<file path="src/rtl/process_scheduler.sv">
// Round-robin time-sliced process scheduler: process table, quantum counter, context-switch handshake.
// Optional statistics counter built when SCHED_STATS_EN is defined.
module process_scheduler #(
    parameter int NPROC    = 4,
    parameter int QUANTUM  = 16,
    parameter int OFFSET_W = 12,
    parameter int IDX_W    = 2
) (
    input  logic                CLK,
    input  logic                reset,
    input  logic                enable,
    input  logic                instr_retire,
    input  logic                halt_in,
    input  logic                io_wait,
    input  logic                ctx_ack,
    input  logic                cfg_we,
    input  logic [IDX_W-1:0]    cfg_idx,
    input  logic                cfg_valid,
    input  logic [OFFSET_W-1:0] cfg_offset,
    output logic                ctx_switch_req,
    output logic                offset_change,
    output logic [OFFSET_W-1:0] ram_offset,
    output logic [IDX_W-1:0]    cur_proc,
    output logic                running,
    output logic [15:0]         switch_count
);

    localparam int CNT_W = (QUANTUM > 1) ? $clog2(QUANTUM) : 1;
    localparam logic [CNT_W-1:0] CNT_LOAD = CNT_W'(QUANTUM - 1);

    typedef enum logic [2:0] {IDLE, SELECT, LOAD, RUN, SAVE} state_t;

    state_t               state, state_nxt;
    logic [NPROC-1:0]     valid_tab;
    logic [OFFSET_W-1:0]  offset_tab [NPROC];
    logic [CNT_W-1:0]     quantum_cnt;
    logic                 found;
    logic [IDX_W-1:0]     pick;
    logic [IDX_W-1:0]     scan_idx;
    logic                 retire_ok;
    logic                 expiry;
    logic                 halt_eff;
    logic                 halt_clear;

    // Scan order cur_proc+1 .. cur_proc+NPROC; the last step wraps back onto cur_proc.
    always_comb begin
        found    = 1'b0;
        pick     = '0;
        scan_idx = '0;
        for (int unsigned i = 1; i <= NPROC; i++) begin
            scan_idx = cur_proc + IDX_W'(i);
            if (!found && valid_tab[scan_idx]) begin
                found = 1'b1;
                pick  = scan_idx;
            end
        end
    end

    assign retire_ok  = instr_retire && !io_wait;
    assign expiry     = retire_ok && (quantum_cnt == '0);
    // A running slot invalidated through the config port behaves like a halt one cycle later.
    assign halt_eff   = halt_in || !valid_tab[cur_proc];
    assign halt_clear = (state == RUN) && halt_in;

    always_comb begin
        state_nxt = state;
        case (state)
            IDLE:    if (enable && (|valid_tab)) state_nxt = SELECT;
            SELECT:  state_nxt = found ? LOAD : IDLE;
            LOAD:    state_nxt = RUN;
            RUN:     if (halt_eff || !enable || expiry) state_nxt = SAVE;
            SAVE:    if (ctx_ack) state_nxt = enable ? SELECT : IDLE;
            default: state_nxt = IDLE;
        endcase
    end

    always_comb begin
        running        = (state == RUN);
        ctx_switch_req = (state == SAVE);
        offset_change  = (state == LOAD);
    end

    always_ff @(posedge CLK) begin
        if (reset) begin
            state       <= IDLE;
            valid_tab   <= '0;
            cur_proc    <= '0;
            ram_offset  <= '0;
            quantum_cnt <= '0;
            for (int unsigned i = 0; i < NPROC; i++) offset_tab[i] <= '0;
        end else begin
            state <= state_nxt;

            // Config write is issued after the halt clear so it wins on the same slot.
            if (halt_clear) valid_tab[cur_proc] <= 1'b0;
            if (cfg_we) begin
                valid_tab[cfg_idx]  <= cfg_valid;
                offset_tab[cfg_idx] <= cfg_offset;
            end

            // New slot becomes visible during LOAD, together with the offset_change pulse.
            if (state == SELECT && found) begin
                cur_proc   <= pick;
                ram_offset <= offset_tab[pick];
            end

            if (state == LOAD)
                quantum_cnt <= CNT_LOAD;
            else if (state == RUN && retire_ok && quantum_cnt != '0)
                quantum_cnt <= quantum_cnt - 1'b1;
        end
    end

`ifdef SCHED_STATS_EN
    always_ff @(posedge CLK) begin
        if (reset)
            switch_count <= '0;
        else if (state == SELECT && found && switch_count != '1)
            switch_count <= switch_count + 16'd1;
    end
`else
    assign switch_count = '0;
`endif

endmodule

</file>
<file path="config.mk">
export PLATFORM = sky130hd
export DESIGN_NAME = process_scheduler
export DESIGN_NICKNAME = d
export VERILOG_FILES = /design/src/rtl/process_scheduler.sv
export SDC_FILE = /design/constraint.sdc
export NUM_CORES = 1
export LEC_CHECK = 0
export BUFFER_PORTS_ARGS = -buffer_cell sky130_fd_sc_hd__buf_2
export CORE_ASPECT_RATIO = 0.5
export CORE_MARGIN = 2
export CORE_UTILIZATION = 40
export CTS_CLUSTER_SIZE = 20
export DETAILED_ROUTE_END_ITERATION = 10
export GPL_ROUTABILITY_DRIVEN = 0
export SYNTH_ARGS = -nofsm -noshare
export SYNTH_HDL_FRONTEND = slang
export SYNTH_SLANG_ARGS = --single-unit
</file>
<file path="constraint.sdc">
create_clock -name CLK -period 4.2 [get_ports CLK]
set_input_delay 0.63 -clock CLK [delete_from_list [all_inputs] [get_ports CLK]]
set_output_delay 0.63 -clock CLK [all_outputs]
set_load 0.01 [all_outputs]
</file>
==> results.md <==
- The endpoint class of the critical path is a register.
- The layout overhead on the synthesized area is 12.4%.
- For this run, the detailed router's first-pass iteration total came to 4.
- The design area is 0.00449 sq mm.
- The number of nets in the final layout is 455.
- The commonest cells after synthesis are nor2_1, edfxtp_1, nand2_1, dfxtp_1, nor3_1.
- The die extent in x is 145 microns.
- The number of H-tree levels is 3.
- The synthesized design spends more area on one cell type than any other, namely edfxtp_1.
- The most used flip-flop cell after synthesis is edfxtp_1.
- The die span in y is 74.7 microns.
- The total of warnings raised by yosys is 0.
- Yosys attributes the largest share of cell area to edfxtp_1, dfxtp_1, nor2_1.
- The total power per unit cell area is 415 mW/mm^2.
- The clock period could shrink to 3.78 ns.
- The first global-routing pass estimated 15,400 microns of wire.
- The half-perimeter wire length after placement is 6650 microns.
- The storage element area is 0.00194 sq mm.
- The residual DRC count is 0.
- The number of instances in the synthesized netlist is 397.
- STA puts the critical path data arrival time at 4.03 ns.
- The detailed router placed 3,011 vias in this run.
- The min-delay analysis places its worst path in the category reg2reg.
- The max capacitance violation total is 0.
- The number of antenna cells inserted is 0.
- The worst register-to-register path begins at cur_proc[1]$_SDFFE_PP0P_.
- The overflow left after global routing is 0.
- After floorplanning, the core was sized to cover 0.00957 sq mm.
- Gates resized during post-CTS repair numbered 0.
- Using the TritonRoute via totals, the vias-per-cell ratio works out to 5.31.
- The share of total power dissipated in sequential elements is 46.7%.
- The global-route total usage across every layer is 18.8%.
- The leakage power total is 1.80 nW.
- The worst reg-to-reg setup slack is 0.42 ns.
- Adding up every negative setup slack in the final design gives 0 ns.
- The design draws 1.86 mW.
- Of the total power, the clock network draws 37.4%.
- The number of setup buffers added after CTS is 0.
- After filler insertion, the fill cell instance count of the layout stands at 932.
- The count of nets left with antenna violations once routing finished came out at 0.
- The number of global-route vias before repair came to 2,903.
- The final-report max-slew violation count came to 0.
- The area of combinational cells with multiple inputs is 0.00176 sq mm.
- The clock arrives with 0.00819 ns of skew.
- The number of cells traversed by the worst register-to-register path is 7.
- The share of synthesized registers carrying an async set or reset is 0%.
- The flow ran to the end, and the final reports show no timing, DRC or antenna violations.
- The largest fanout on the critical path is 13.
- STA puts the critical path data required time at 4.45 ns.
- In this run the cell area of the synthesized design comes to 0.00399 sq mm.
- Clock tree synthesis found a total of 73 sinks.
- The actual slew at the worst max-slew pin is 1.05 ns.
- The peak supply drop is 0.195 mV.
- The worst register-to-register path ends at ram_offset[4]$_SDFFE_PP0P_.
- The worst relative slew slack is 29.8%.
- Setup repair after global routing left no endpoint under its margin.
- The clock-pin slew of the registers on the worst-case setup and hold paths is 0.06 ns.
- Each instance of the synthesized netlist takes up on average 10.1 sq um.
- The final critical-path share of the clock period is 89.9%.
- The number of cell rows is 25.
- The top-area cell type share of the netlist area is 36.1%.
- TritonCTS built the clock tree.
- The clock tree root driver cell is clkbuf_16.
- Summed over all layers, the routed wires come to 9700 microns.
- The critical path launch point is cur_proc[1]$_SDFFE_PP0P_.
- The worst-case setup slack after placement is 0.464 ns.
- Summed over all nets, the switching power comes to 501 uW.
- The number of failing hold endpoints at the final stage is 0.
- The starting utilization of the core area is 41.7%.
- The type of the worst setup path is reg2reg.
- Counting distinct cell types in the post-synthesis netlist gives 59.
- Setup violations remaining at the end of the flow were counted as 0.
- The share of total power consumed by net switching is 26.9%.
- The maximum clock path buffer count is 2.
- Internal power comes to 1.36 mW.
- In this run the count of I/O pins placed on the die edge is 56.
- The cell with the most instances after synthesis is nor2_1.
- The number of design-rule violations left by the first detailed-router iteration is 258.
- The instance area after placement is 0.00422 sq mm.
- The number of antenna violations at the first check in global routing is 0.
- Of the cells placed in the final design, the portion with a size suffix greater than 1 is 20.4%.
- The die area is 0.0108 sq mm.
- The combinational share of power is 15.9%.
- The number of synthesized register bits is 73.
- The capturing element of the worst setup path is ram_offset[4]$_SDFFE_PP0P_.
- The clock latency at the later pin of the worst-skew pair is 0.33 ns.
- The number of enable-type register cells in the synthesized netlist is 48.
- Sequential elements use 48.6% of the synthesized area.
- TritonCTS created 9 clock buffers.
- Entering global routing, the biggest net connects 29 pins.
- Buffers placed on the I/O ports in this run total 39.
- The utilization after layout is 46.9%.
- The final routed wire length divided by cell count is 17.1 microns.
- The slack of the critical path is 0.423 ns.
- Based on the critical path, the design can be clocked at up to 265 MHz.
- The worst setup path is launched from a register.
- The number of hold buffers added after CTS is 0.
==> through the flow <==
step | cells | hold WS, ns
6_report | 567 | 0.453
5_1_grt | 567 | 0.475
4_1_cts | 567 | 0.457
3_5_place_dp | 551 | 0.440
3_3_place_gp | 551 | 0.446
2_1_floorplan | 412 | 0.499
==> layout by cell type (no fill, tap or decap), drive strengths merged, types with 9 or more instances in the layout <==
master | netlist | final
or3 | 9 | 9
nor3 | 25 | 25
edfxtp | 48 | 48
inv | 22 | 22
nand2 | 36 | 36
nor2 | 49 | 49
conb | 1 | 16
clkbuf | 15 | 11
buf | 29 | 48
o21ai | 9 | 9
o211ai | 17 | 17
dfxtp | 25 | 25
==> flip-flops by register name (all words and copies together), names as in the netlist <==
name         cells
offset_tab      48
ram_offset      12
quantum_cnt      4
valid_tab        4
state            3
cur_proc         2
==> worst max-delay path: stages (launching register included) <==
cell	delay, ns
dfxtp_1	0.55
inv_1	0.18
ha_1	0.52
mux4_2	0.37
o41a_1	0.31
nor2b_1	0.78
or3b_1	0.72
o211ai_1	0.27
==> logic make-up (layout without fill, tap and decap cells) <==
kind of cell	count (synthesis)	in the layout	synth area share, %
buffers and inverters	66	86	8.74
other	1	16	0.0939
and+or+nand+nor	152	152	18.6
xor gates and xnor gates	4	4	0.877
adders and majority gates	5	5	1.57
DFF	73	73	48.6
AOI/OAI and AO/OA	81	81	16.4
muxes	15	15	5.11
==> how the worst min path moves through the flow <==
stage,cells after the start,from,to,slack [ns]
3_5_place_dp,2,ram_offset[8]$_SDFFE_PP0P_,ram_offset[8]$_SDFFE_PP0P_,0.44
3_3_place_gp,2,ram_offset[11]$_SDFFE_PP0P_,ram_offset[11]$_SDFFE_PP0P_,0.45
5_1_grt,2,ram_offset[8]$_SDFFE_PP0P_,ram_offset[8]$_SDFFE_PP0P_,0.48
2_1_floorplan,2,ram_offset[4]$_SDFFE_PP0P_,ram_offset[4]$_SDFFE_PP0P_,0.50
6_report,2,ram_offset[8]$_SDFFE_PP0P_,ram_offset[8]$_SDFFE_PP0P_,0.45
4_1_cts,2,ram_offset[8]$_SDFFE_PP0P_,ram_offset[8]$_SDFFE_PP0P_,0.46
==> area by class of cell <==
cell class	count	area share (%)
repair buffers	48	5.85
multi-input cells	273	39.2
clock inverters	5	0.697
well taps	135	3.76
flip-flops and latches	73	43.3
clock buffers	11	5.41
inverters	22	1.84
==> routing by layer <==
metal	GRT usage (%)	wire (microns)	up-vias
met1	24.7	4710	1453
met3	4.67	476	5
met2	31.3	4470	75
li1	-	-	1478
met4	6.64	49	0
met5	0	0	-
==> power by group through the flow <==
stage	Combinational (mW)	Clock, mW	Sequential [mW]
after floorplan	0.228	0	0.874
after global placement	0.294	0	0.883
after detailed placement	0.296	0	0.884
after CTS	0.296	0.712	0.870
after global routing	0.328	0.743	0.877
final	0.296	0.697	0.870
No activity file was read; power rests on OpenSTA's default activity.
